`config.mk`:
```
export PLATFORM = sky130hd
export DESIGN_NAME = count_snapshot_fifo
export DESIGN_NICKNAME = d
export VERILOG_FILES = /design/src/rtl/counter_pkg.sv /design/src/rtl/sync_fifo.sv /design/src/rtl/count_snapshot_fifo.sv
export SDC_FILE = /design/constraint.sdc
export NUM_CORES = 1
export LEC_CHECK = 0
export CAP_MARGIN = 5
export CORE_ASPECT_RATIO = 0.5
export CORE_MARGIN = 5
export CORE_UTILIZATION = 50
export DETAILED_ROUTE_END_ITERATION = 10
export GPL_ROUTABILITY_DRIVEN = 0
export PLACE_DENSITY = 0.8
export SYNTH_ARGS = -nofsm -noshare
export SYNTH_HDL_FRONTEND = slang
export SYNTH_SLANG_ARGS = --single-unit
```
`constraint.sdc`:
```
create_clock -name clk -period 3.2 [get_ports clk]
set_input_delay 0.32 -clock clk [delete_from_list [all_inputs] [get_ports clk]]
set_output_delay 0.32 -clock clk [all_outputs]
set_load 0.005 [all_outputs]
```
`src/rtl/counter_pkg.sv`:
```
// Shared widths and record layout for the count snapshot FIFO.
// The record is {wrap, count, even, odd}, MSB first.
package counter_pkg;

  localparam int CNT_W  = 6;
  localparam int EVEN_W = 5;
  localparam int ODD_W  = 4;
  localparam int REC_W  = 16;

  localparam int ODD_LSB  = 0;
  localparam int EVEN_LSB = ODD_LSB + ODD_W;
  localparam int CNT_LSB  = EVEN_LSB + EVEN_W;
  localparam int WRAP_BIT = CNT_LSB + CNT_W;

  localparam logic [CNT_W-1:0] CNT_MAX = '1;

  function automatic logic [REC_W-1:0] pack_rec(
    input logic              wrap,
    input logic [CNT_W-1:0]  cnt,
    input logic [EVEN_W-1:0] even,
    input logic [ODD_W-1:0]  odd
  );
    logic [REC_W-1:0] r;
    r = '0;
    r[WRAP_BIT]               = wrap;
    r[CNT_LSB  +: CNT_W]      = cnt;
    r[EVEN_LSB +: EVEN_W]     = even;
    r[ODD_LSB  +: ODD_W]      = odd;
    return r;
  endfunction

endpackage

```
`src/rtl/sync_fifo.sv`:
```
// First-word-fall-through synchronous FIFO; head is read straight from storage.
// A push into a full FIFO is accepted only when a pop frees a slot in the same cycle.
module sync_fifo #(
  parameter int WIDTH = 16,
  parameter int DEPTH = 4
) (
  input  logic                     clk,
  input  logic                     rst,
  input  logic                     push,
  input  logic                     pop,
  input  logic [WIDTH-1:0]         din,
  output logic                     valid,
  output logic [WIDTH-1:0]         dout,
  output logic [$clog2(DEPTH):0]   level,
  output logic                     full
);

  localparam int AW = $clog2(DEPTH);
  localparam int LW = AW + 1;

  logic [WIDTH-1:0] mem [DEPTH];
  logic [AW-1:0]    wr_ptr;
  logic [AW-1:0]    rd_ptr;
  logic [LW-1:0]    cnt;
  logic             push_acc;
  logic             pop_acc;

  assign valid    = (cnt != '0);
  assign full     = (cnt == LW'(DEPTH));
  assign pop_acc  = pop && valid;
  assign push_acc = push && (!full || pop_acc);
  assign dout     = mem[rd_ptr];
  assign level    = cnt;

  function automatic logic [AW-1:0] ptr_next(input logic [AW-1:0] p);
    return (p == AW'(DEPTH - 1)) ? '0 : p + 1'b1;
  endfunction

  // NOTE: sequential state uses non-blocking assignments so every register
  // samples pre-edge values, e.g. a full-FIFO push overwrites the slot being popped.
  always_ff @(posedge clk) begin
    if (rst) begin
      wr_ptr <= '0;
      rd_ptr <= '0;
      cnt    <= '0;
      // NOTE: storage is reset (it is tiny) so the head reads 0 after reset
      // instead of X; larger FIFOs would normally leave memory unreset.
      for (int i = 0; i < DEPTH; i++) mem[i] <= '0;
    end else begin
      if (push_acc) begin
        mem[wr_ptr] <= din;
        wr_ptr      <= ptr_next(wr_ptr);
      end
      if (pop_acc) rd_ptr <= ptr_next(rd_ptr);
      case ({push_acc, pop_acc})
        2'b10:   cnt <= cnt + 1'b1;
        2'b01:   cnt <= cnt - 1'b1;
        default: cnt <= cnt;
      endcase
    end
  end

endmodule

```
`src/rtl/count_snapshot_fifo.sv`:
```
// Snapshots the upstream counters into a FIFO on request or on count wrap,
// with a sticky overflow flag for pushes dropped while full.
module count_snapshot_fifo
  import counter_pkg::*;
#(
  parameter int DEPTH     = 4,
  parameter int AUTO_WRAP = 1
) (
  input  logic                   clk,
  input  logic                   rst,
  input  logic [5:0]             count_in,
  input  logic [4:0]             even_in,
  input  logic [3:0]             odd_in,
  input  logic                   sample_req,
  input  logic                   clr_ovf,
  output logic                   rec_valid,
  input  logic                   rec_ready,
  output logic [15:0]            rec_data,
  output logic [$clog2(DEPTH):0] level,
  output logic                   overflow
);

  logic [CNT_W-1:0] prev_count;
  logic             prev_vld;
  logic             wrap;
  logic             push;
  logic             pop;
  logic             full;
  logic             ovf_set;
  logic [REC_W-1:0] rec;

  // prev_vld masks the reset value of prev_count on the first cycle.
  assign wrap    = prev_vld && (prev_count == CNT_MAX) && (count_in == '0);
  assign push    = sample_req || ((AUTO_WRAP != 0) && wrap);
  assign pop     = rec_valid && rec_ready;
  assign ovf_set = push && full && !pop;
  assign rec     = pack_rec(wrap, count_in, even_in, odd_in);

  always_ff @(posedge clk) begin
    if (rst) begin
      prev_count <= '0;
      prev_vld   <= 1'b0;
      overflow   <= 1'b0;
    end else begin
      prev_count <= count_in;
      prev_vld   <= 1'b1;
      if (ovf_set)      overflow <= 1'b1;
      else if (clr_ovf) overflow <= 1'b0;
    end
  end

  sync_fifo #(
    .WIDTH (REC_W),
    .DEPTH (DEPTH)
  ) u_fifo (
    .clk   (clk),
    .rst   (rst),
    .push  (push),
    .pop   (rec_ready),
    .din   (rec),
    .valid (rec_valid),
    .dout  (rec_data),
    .level (level),
    .full  (full)
  );

endmodule

```
==> metrics.txt <==
outcome complete, no violations; flops & latches, synth 81; aggregate routed wire length 6.98 mm; largest clock skew in the final design 8.35 ps; area used by multi-input combinational logic 1090 um2; Layout Nets 319; count of distinct cell types in the synthesized netlist 30; vias in the first global route around 2300; cell accounting for the most synthesized area edfxtp_1; final hold violation count 0; endpoint kind of the worst setup timing path register; type of the worst setup path primary input to register; fraction of final layout cells sized beyond drive strength 1 0.173; clock-pin slew reported for the worst setup and hold paths after clock tree synthesis 60 ps; PD cells just under 700 nW/um2; most used standard cells in the synthesized netlist edfxtp_1 (64), nor2_1 (59), nand2_1 (23); remaining antenna violation count after routing 0; syn nets between 200 and 300; DRC marker count from the first detailed-route iteration between 150 and 200; total overflow reported by the global router 0; starting density of the core 0.516; synthesized instance count approximately 250; number of sinks on the clock net between 80 and 90; final hold slack a little over 500 ps; count of TritonRoute iterations in the first routing pass 4; Final Cycle Share 0.778; area share of the largest cell type after synthesis 0.554; number of enable-type register cells in the synthesized netlist 64; setup repair after global routing missed its margin no; total vias in the final route 2104; total global-route track usage 0.177; required time of the worst setup path around 3500 ps; cell with the most instances after synthesis edfxtp_1; hold buffer count at CTS 0; post-detailed-route DRC marker count 0; Setup TNS Final 0 ps; data arrival time of the critical path ~2800 ps; sort of element at the start of the critical path primary input; post-route cell area 4230 um2; die area 8810 um2; leakage component of the power between 1.5 and 2 nW; Post-CTS Setup Bufs 0; core box area 6730 um2; width of the die ~130 um; per-cell via count in the routed design 5.37; CTS HTree Levels 3; largest fanout of any net on the critical path 4; first-pass GRT wire length 11.5 mm; transition time at the pin with the least slew margin ~850 ps; Clk Tree Root Cell clkbuf_16; TritonCTS clock tree built; maximum clock frequency 0.402 GHz; total area of sequential cells between 2000 and 2500 um2; post-DP HPWL 4.45 mm; average wire length per cell after detail routing 17.8 um; total of max-cap violations 0; Most used DFF post-synth edfxtp_1; Filler Cells Inserted ~520; worst slew margin relative to its limit 0.432; post-synthesis average cell area approximately 14 um2; path category of the worst min-delay check register to register; number of top-level pins 41; antenna fix cells 0; count of synthesis-stage warnings from yosys 0; Final Critical Period 2490 ps; CTS resizes 0; Port-buffer cells 40; top post-synthesis cells by area edfxtp_1 (55%), mux4_2 (10%), dfxtp_1 (9.8%); sequential fraction of the synthesis area 0.652; largest net degree at the start of global routing 22; FP Rows 21; Skew-Pair Late Insertion Delay 330 ps; height of the die 68.9 um; maximum VDD drop ~0.29 mV; TritonCTS Buffers 9; number of max-slew violations in the final report 0; final std cells w/o fill roughly 400; Post-Syn Area between 3000 and 4000 um2; Clock Path Buffers 2; post-placement cell count 376; number of antenna violations at the first check in global routing 0; area added between synthesis and finish 22.0%; proportion of synthesized flip-flops having asynchronous set or reset 0; Placed Area 3970 um2; final count of negative-setup-slack endpoints 0
cells by family (layout without fill, tap and decap cells):
| kind of cell | count (synthesis) | after routing | share of synthesized area |
|---|---|---|---|
| xor gates and xnor gates | 2 | 2 | 0.00505 |
| adders and majority gates | 4 | 4 | 0.0166 |
| DFF | 81 | 81 | 0.652 |
| buffers and inverters | 24 | 75 | 0.0346 |
| and+or+nand+nor | 109 | 109 | 0.165 |
| AOI/OAI and AO/OA | 13 | 13 | 0.0234 |
| muxes | 16 | 16 | 0.104 |
worst max-delay path, cell delays in order:
cell and delay, ps:
clkdlybuf4s50_1 460, or4b_1 580, nand2_1 130, ha_1 190
inv_1 60, fa_1 390, xor2_1 160, or3_1 310
a21oi_1 140
routing by layer:
layer,up-vias,GRT usage,wire length (um)
met5,-,0,0
met1,1027,0.224,2960
met3,6,0.0515,564
met4,0,0.0582,61
li1,981,-,-
met2,90,0.299,3400
report_power, final:
part | internal [mW] | switching, mW | leakage (nW)
registers | 1.25 | 0.0619 | 0.811
logic | 0.363 | 0.292 | 0.619
clock network | 0.522 | 0.387 | 0.123
total | 2.13 | 0.741 | 1.55
final timing paths:
| kind | end | startpoint | depth (start not counted) | slack [ps] |
|---|---|---|---|---|
| min reg2reg | u_fifo.rd_ptr[1] | u_fifo.rd_ptr[1] | 2 | 510 |
| min | u_fifo.rd_ptr[1] | u_fifo.rd_ptr[1] | 2 | 510 |
| max reg2reg | u_fifo.level[2] | u_fifo.level[0] | 8 | 760 |
| max | u_fifo.level[2] | rec_ready | 9 | 710 |
sequential cells by signal (all words and copies together) (netlist names), named ones only:
register and flops:
u_fifo.mem 64, prev_count 6, overflow 1, prev_vld 1
u_fifo.level 3, u_fifo.wr_ptr 2, u_fifo.rd_ptr 2
layout make-up:
class                           count  share of cell area
Clock inverter                      5             0.00769
Sequential cell                    81               0.534
Clock buffer                       11              0.0550
Timing Repair Buffer               48               0.109
Multi-Input combinational cell    144               0.257
Tap cell                           92              0.0272
Inverter                           11             0.00975
stage by stage:
stage           util  power [mW]  worst slack [ps]
2_1_floorplan      -        1.70               480
3_3_place_gp   0.590        1.97               479
3_5_place_dp   0.590        2.00               371
4_1_cts        0.629        2.90               719
5_1_grt        0.629        3.02               588
6_report       0.629        2.87               711
placed cells by master, fill, tap and decap left out, types with 3 or more instances in the layout:
cell type and instances:
mux4_2 16, buf_4 8, dfxtp_1 17, nor2_1 59, edfxtp_1 64, clkbuf_16 9
inv_1 11, nor2_4 9, a21oi_1 7, o21ai_0 3, or3_1 3, clkdlybuf4s50_1 40
nand2_1 23, ha_1 3
(Power assumes the default switching activity.)
